<file path="src/rtl/seq_pkg.sv">
// seq_pkg: shared state encoding and constants for the 1011 sequence path.
package seq_pkg;
  typedef enum logic [1:0] {IDLE = 2'b00, SEND = 2'b01, GAP = 2'b10, DONE = 2'b11} state_e;
  localparam logic [3:0] PAT_1011 = 4'b1011;
  localparam logic [6:0] LFSR_SEED = 7'h7F;
  localparam logic [6:0] LFSR_TAPS = 7'h60;
endpackage

</file>
<file path="src/rtl/seq_pattern_tx_if.sv">
// seq_pattern_tx_if: request and serial-output bundle of the pattern transmitter.
interface seq_pattern_tx_if #(
  parameter int PAT_W = 4,
  parameter int CNT_W = 4,
  parameter int GAP_W = 4
);
  logic             start;
  logic [PAT_W-1:0] pattern;
  logic [CNT_W-1:0] rep;
  logic [GAP_W-1:0] gap;
  logic             x_out;
  logic             x_valid;
  logic             busy;
  logic             done;
  modport master (output start, pattern, rep, gap, input x_out, x_valid, busy, done);
  modport slave  (input start, pattern, rep, gap, output x_out, x_valid, busy, done);
endinterface

</file>
<file path="src/rtl/seq_lfsr7.sv">
// seq_lfsr7: 7-bit Fibonacci LFSR, x^7+x^6+1, seeded on reset.
module seq_lfsr7
  import seq_pkg::*;
(
  input  logic       clk,
  input  logic       reset,
  input  logic       enable,
  output logic [6:0] q
);
  logic [6:0] lfsr_q, lfsr_d;
  always_comb lfsr_d = enable ? {lfsr_q[5:0], ^(lfsr_q & LFSR_TAPS)} : lfsr_q;
  always_ff @(posedge clk or posedge reset) begin
    if (reset) lfsr_q <= LFSR_SEED;
    else lfsr_q <= lfsr_d;
  end
  assign q = lfsr_q;
endmodule

</file>
<file path="src/rtl/seq_pattern_tx.sv">
// seq_pattern_tx: repeating MSB-first serial pattern transmitter with idle gaps.
// Define SEQ_TX_PRBS_IDLE_EN to drive LFSR noise on x_out while no pattern bit is sent.
module seq_pattern_tx
  import seq_pkg::*;
#(
  parameter int PAT_W = 4,
  parameter int CNT_W = 4,
  parameter int GAP_W = 4
) (
  input  logic                   clk,
  input  logic                   reset,
  seq_pattern_tx_if.slave        bus
);
  localparam int BW = $clog2(PAT_W);
  localparam logic [BW-1:0] LAST = BW'(PAT_W - 1);
  state_e           state_q, state_d;
  logic [PAT_W-1:0] sh_q, sh_d, pat_q, pat_d;
  logic [CNT_W-1:0] rep_q, rep_d;
  logic [GAP_W-1:0] gap_reg_q, gap_reg_d, gap_cnt_q, gap_cnt_d;
  logic [BW-1:0]    bit_cnt_q, bit_cnt_d;
  logic             x_out_q, x_out_d, x_valid_q, x_valid_d, busy_q, busy_d, done_q, done_d;
  always_comb begin
    state_d   = state_q;
    sh_d      = sh_q;
    pat_d     = pat_q;
    rep_d     = rep_q;
    gap_reg_d = gap_reg_q;
    gap_cnt_d = gap_cnt_q;
    bit_cnt_d = bit_cnt_q;
    case (state_q)
      IDLE: if (bus.start) begin
        state_d   = SEND;
        sh_d      = bus.pattern;
        pat_d     = bus.pattern;
        rep_d     = bus.rep;
        gap_reg_d = bus.gap;
        bit_cnt_d = LAST;
      end
      SEND: if (bit_cnt_q != '0) begin
        sh_d      = sh_q << 1;
        bit_cnt_d = bit_cnt_q - 1'b1;
      end else if (rep_q == '0) begin
        state_d = DONE;
      end else begin
        rep_d = rep_q - 1'b1;
        if (gap_reg_q == '0) begin
          sh_d      = pat_q;
          bit_cnt_d = LAST;
        end else begin
          state_d   = GAP;
          gap_cnt_d = gap_reg_q - 1'b1;
        end
      end
      GAP: if (gap_cnt_q == '0) begin
        state_d   = SEND;
        sh_d      = pat_q;
        bit_cnt_d = LAST;
      end else begin
        gap_cnt_d = gap_cnt_q - 1'b1;
      end
      default: state_d = IDLE;
    endcase
    // Outputs are decoded from the next state so they arrive registered with it.
    x_valid_d = state_d == SEND;
    busy_d    = state_d != IDLE;
    done_d    = state_d == DONE;
    x_out_d   = x_valid_d & sh_d[PAT_W-1];
  end
  always_ff @(posedge clk or posedge reset) begin
    if (reset) begin
      state_q   <= IDLE;
      sh_q      <= '0;
      pat_q     <= '0;
      rep_q     <= '0;
      gap_reg_q <= '0;
      gap_cnt_q <= '0;
      bit_cnt_q <= '0;
      x_out_q   <= 1'b0;
      x_valid_q <= 1'b0;
      busy_q    <= 1'b0;
      done_q    <= 1'b0;
    end else begin
      state_q   <= state_d;
      sh_q      <= sh_d;
      pat_q     <= pat_d;
      rep_q     <= rep_d;
      gap_reg_q <= gap_reg_d;
      gap_cnt_q <= gap_cnt_d;
      bit_cnt_q <= bit_cnt_d;
      x_out_q   <= x_out_d;
      x_valid_q <= x_valid_d;
      busy_q    <= busy_d;
      done_q    <= done_d;
    end
  end
`ifdef SEQ_TX_PRBS_IDLE_EN
  logic [6:0] lfsr;
  seq_lfsr7 u_lfsr (.clk(clk), .reset(reset), .enable(1'b1), .q(lfsr));
  assign bus.x_out = x_valid_q ? x_out_q : lfsr[0];
`else
  assign bus.x_out = x_out_q;
`endif
  assign bus.x_valid = x_valid_q;
  assign bus.busy    = busy_q;
  assign bus.done    = done_q;
endmodule

</file>
<file path="src/flat_wrapper.sv">
// flat-port wrapper written by rule: the top's interface ports become plain ports
module seq_pattern_tx_flat import seq_pkg::*;
#(
  parameter int PAT_W = 4,
  parameter int CNT_W = 4,
  parameter int GAP_W = 4
)
  (clk, reset, bus_start, bus_pattern, bus_rep, bus_gap, bus_x_out, bus_x_valid, bus_busy, bus_done);
  seq_pattern_tx_if #(.PAT_W(PAT_W), .CNT_W(CNT_W), .GAP_W(GAP_W)) bus_i ();
  input  logic clk;
  input  logic reset;
  input wire logic [$bits(bus_i.start)-1:0] bus_start;
  input wire logic [$bits(bus_i.pattern)-1:0] bus_pattern;
  input wire logic [$bits(bus_i.rep)-1:0] bus_rep;
  input wire logic [$bits(bus_i.gap)-1:0] bus_gap;
  output wire logic [$bits(bus_i.x_out)-1:0] bus_x_out;
  output wire logic [$bits(bus_i.x_valid)-1:0] bus_x_valid;
  output wire logic [$bits(bus_i.busy)-1:0] bus_busy;
  output wire logic [$bits(bus_i.done)-1:0] bus_done;
  assign bus_i.start = bus_start;
  assign bus_i.pattern = bus_pattern;
  assign bus_i.rep = bus_rep;
  assign bus_i.gap = bus_gap;
  assign bus_x_out = bus_i.x_out;
  assign bus_x_valid = bus_i.x_valid;
  assign bus_busy = bus_i.busy;
  assign bus_done = bus_i.done;
  seq_pattern_tx #(.PAT_W(PAT_W), .CNT_W(CNT_W), .GAP_W(GAP_W)) u_core (.clk(clk), .reset(reset), .bus(bus_i));
endmodule
</file>
<file path="config.mk">
export PLATFORM = sky130hd
export DESIGN_NAME = seq_pattern_tx_flat
export DESIGN_NICKNAME = d
export VERILOG_FILES = /design/src/rtl/seq_pkg.sv /design/src/rtl/seq_pattern_tx_if.sv /design/src/rtl/seq_lfsr7.sv /design/src/rtl/seq_pattern_tx.sv /design/src/flat_wrapper.sv
export SDC_FILE = /design/constraint.sdc
export NUM_CORES = 1
export LEC_CHECK = 0
export ABC_AREA = 1
export CAP_MARGIN = 20
export CORE_MARGIN = 5
export CORE_UTILIZATION = 49
export CTS_CLUSTER_DIAMETER = 40
export DETAILED_ROUTE_END_ITERATION = 8
export GPL_ROUTABILITY_DRIVEN = 0
export PLACE_DENSITY = 0.75
export SLEW_MARGIN = 20
export SYNTH_ARGS = -nofsm -noshare
export SYNTH_HDL_FRONTEND = slang
export SYNTH_HIERARCHICAL = 1
export SYNTH_SLANG_ARGS = --single-unit
</file>
<file path="constraint.sdc">
create_clock -name clk -period 1.4 [get_ports clk]
set_input_delay 0.14 -clock clk [delete_from_list [all_inputs] [get_ports clk]]
set_output_delay 0.14 -clock clk [all_outputs]
set_load 0.03 [all_outputs]
</file>
==> metrics.yaml, run 1 <==
outcome: "finished, violations left"
violations: "setup timing"
synth.mux.area_fraction: 0
synth_top_family_by_area: "simple AND/OR/NAND/NOR gates"
die_h_um: 66.0
p_per_area_nw_per_um2: 612
fillers: 236
core_area_um2: 3030
synth.top_cell.area_share: 0.457
pre_cts_ws_ns: -0.0966
synth.area.top_cells: "dfrtp_1 (46%), nand2_1 (13%), inv_1 (5.4%)"
critical_path_class: "reg -> reg"
drt-pass1-iter-count: 5
endpoint_kind: "register"
insertion_delay_ns: 0.33
final_cell_mix: "nand2_1 (51), dfrtp_1 (27), inv_1 (19), buf_4 (15), clkdlybuf4s50_1 (14)"
antenna_found_initial: 0
power_leakage_uw: 0.00107
fmax_mhz: 712
synth_cell_types: 27
multi_input_area_um2: 852
grt_max_degree: 29
grt_pass1_vias: 1280
cts_buffer_depth: 2
drive_gt1_frac: 0.314
irDropWorstVdd_uv: 442
synth_compound_area_frac: 0.102
r2r-end: "u_core/sh_q[1]$_DFFE_PP0P_"
r2r_setup_slack_ns: -0.005
cts_hold_buf: 0
syn_nets: 203
track_usage: 0.162
max_slew_margin: 0.771
rsz0062_at_grt: "true"
post-dp-hpwl_um: 2530
cts_tree: "built"
rows: 20
finClkSkew_ns: 0.00461
fin_setup_tns_ns: -0.00853
synth-seq-cells: 28
drc: 0
synth_adder_area_share: 0.0245
syn2layout_area_growth_pct: 34.8
drv_slew: 0
htreeDepth: 1
cts_root_buf: "clkbuf_4"
cts-buffers-inserted: 3
initial_core_util: 0.507
wl_per_cell_um: 13.1
cts_sinks: 28
dieArea_um2: 4350
drt-vias-per-instance: 4.93
synth_area_um2: 1530
hold_viol_final: 0
worstSetupStartpoint: "u_core/state_q[0]$_DFF_PP0_"
regArea_um2: 702
timing.final.ws_setup_ns: -0.00537
die_w_um: 66.0
cap_violations: 0
cts.reportedPaths.clkPinSlew_ns: 0.15
grt-ovfl-total: 0
nets: 242
drt_wl_total_um: 3500
diodes: 0
ios: 19
critPathArrivalTime_ns: 1.63
portBuffers: 18
crit_fanout: 3
required_ns: 1.63
vias: 1316
fin_crit_ns: 1.41
grt_pass1_wl_um: 5440
dr.first_iter.drc_count: 71
r2r-start: "u_core/state_q[0]$_DFF_PP0_"
ys_warn_count: 6
ant_nets: 0
syn-instance-count: 185
syn_avg_cell_area_um2: 8.29
setup_viol_count_final: 2
critPathLaunchType: "register"
finalCritPeriodShare: 1.00
crit_path_end: "u_core/sh_q[1]$_DFFE_PP0P_"
ys_seq_area_frac: 0.457
synth_xor_area_frac: 0.0114
synthSimpleGateAreaFrac: 0.329
hold_path_class: "in -> async"
tightestPinTransition_ns: 0.343
final_common_cell: "nand2_1"
reg2regPathDepth: 9
yosysTopAreaCell: "dfrtp_1"
[cells in the mapped netlist, drive strengths merged]
library cell	n
a21oi	2
buf	1
dfrtp	28
ha	3
inv	28
nand2	67
nand3	9
nand3b	1
nand4	4
nor2	16
nor3	1
o211ai	1
o21a	1
o21ai	21
xor2	2
[how the worst min path moves through the flow]
stage	start	end	slack (ns)
2_1_floorplan	reset	u_core/bit_cnt_q[0]$_DFFE_PP0P_	0.21
3_3_place_gp	u_core/pat_q[1]$_DFFE_PP0P_	u_core/pat_q[1]$_DFFE_PP0P_	0.46
3_5_place_dp	u_core/pat_q[2]$_DFFE_PP0P_	u_core/pat_q[2]$_DFFE_PP0P_	0.47
4_1_cts	reset	u_core/state_q[0]$_DFF_PP0_	0.17
5_1_grt	reset	u_core/bit_cnt_q[0]$_DFFE_PP0P_	0.20
6_report	reset	u_core/state_q[0]$_DFF_PP0_	0.16
[critical path, stage by stage (launching register included)]
cell     delay [ns]
dfrtp_1        0.42
buf_4          0.16
buf_4          0.14
nand2_4        0.09
nor2_2         0.06
nand3_2        0.09
nand2_2        0.08
buf_4          0.15
nand2_1        0.05
nand4_1        0.08
[stage by stage]
stage	hold WS (ns)	utilization	instances	power, uW	cell area [um2]
2_1_floorplan	0.205	-	185	840	1530
3_3_place_gp	0.463	0.609	257	887	1840
3_5_place_dp	0.470	0.609	257	889	1840
4_1_cts	0.169	0.633	264	1280	1920
5_1_grt	0.197	0.683	267	1310	2070
6_report	0.161	0.683	267	1260	2070
[final cells by class]
cell class              instances  share of cell area
repair buffers                 35               0.150
well taps                      44              0.0266
multi-input cells             128               0.412
inverters                      28              0.0544
flip-flops and latches         28               0.339
clock buffers                   4              0.0175
[where the power goes]
group          total [uW]  switching [uW]  internal, uW  leakage [uW]
combinational        62.8            25.1          37.7      0.000709
clock                 393             234           159     0.0000210
sequential            809               0           809      0.000340
[registers in the layout, summed over array words and instances, names as in the netlist]
| signal | count |
|---|---|
| u_core/gap_cnt_q | 4 |
| u_core/gap_reg_q | 4 |
| u_core/pat_q | 4 |
| u_core/rep_q | 4 |
| u_core/sh_q | 4 |
| u_core/bit_cnt_q | 2 |
| u_core/state_q | 2 |
| u_core/bus.busy | 1 |
| u_core/bus.done | 1 |
| u_core/bus.x_out | 1 |
| u_core/bus.x_valid | 1 |
[timing repair]
action,in CTS,in global routing
endpoints found under the setup margin,18,12
buffers inserted,3,3
resized for setup,11,28
pin swaps,2,10
[routing by layer]
layer	vias to the layer above	track usage	wire length (um)
li1	656	-	-
met1	617	0.196	1430
met2	33	0.275	1840
met3	10	0.0221	151
met4	0	0.0939	78
met5	-	0	0
[cell families (layout without fill, tap and decap cells)]
| kind of cell | Yosys count | count (layout) |
|---|---|---|
| and+or+nand+nor | 98 | 98 |
| buffers and inverters | 29 | 67 |
| adders and majority gates | 3 | 3 |
| AOI/OAI and AO/OA | 25 | 25 |
| DFF | 28 | 28 |
| xor gates and xnor gates | 2 | 2 |
(Power assumes the default switching activity.)
==> inputs of run 2 (changes only) <==
--- a/config.mk
+++ b/config.mk
@@ -9,7 +9,7 @@
 export CAP_MARGIN = 20
 export CORE_MARGIN = 5
 export CORE_UTILIZATION = 49
-export CTS_CLUSTER_DIAMETER = 40
+export CTS_CLUSTER_DIAMETER = 150
 export DETAILED_ROUTE_END_ITERATION = 8
 export GPL_ROUTABILITY_DRIVEN = 0
 export PLACE_DENSITY = 0.75
==> results of run 2 <==
Same layout as run 1: the final DEF is identical, and so are final timing and power.
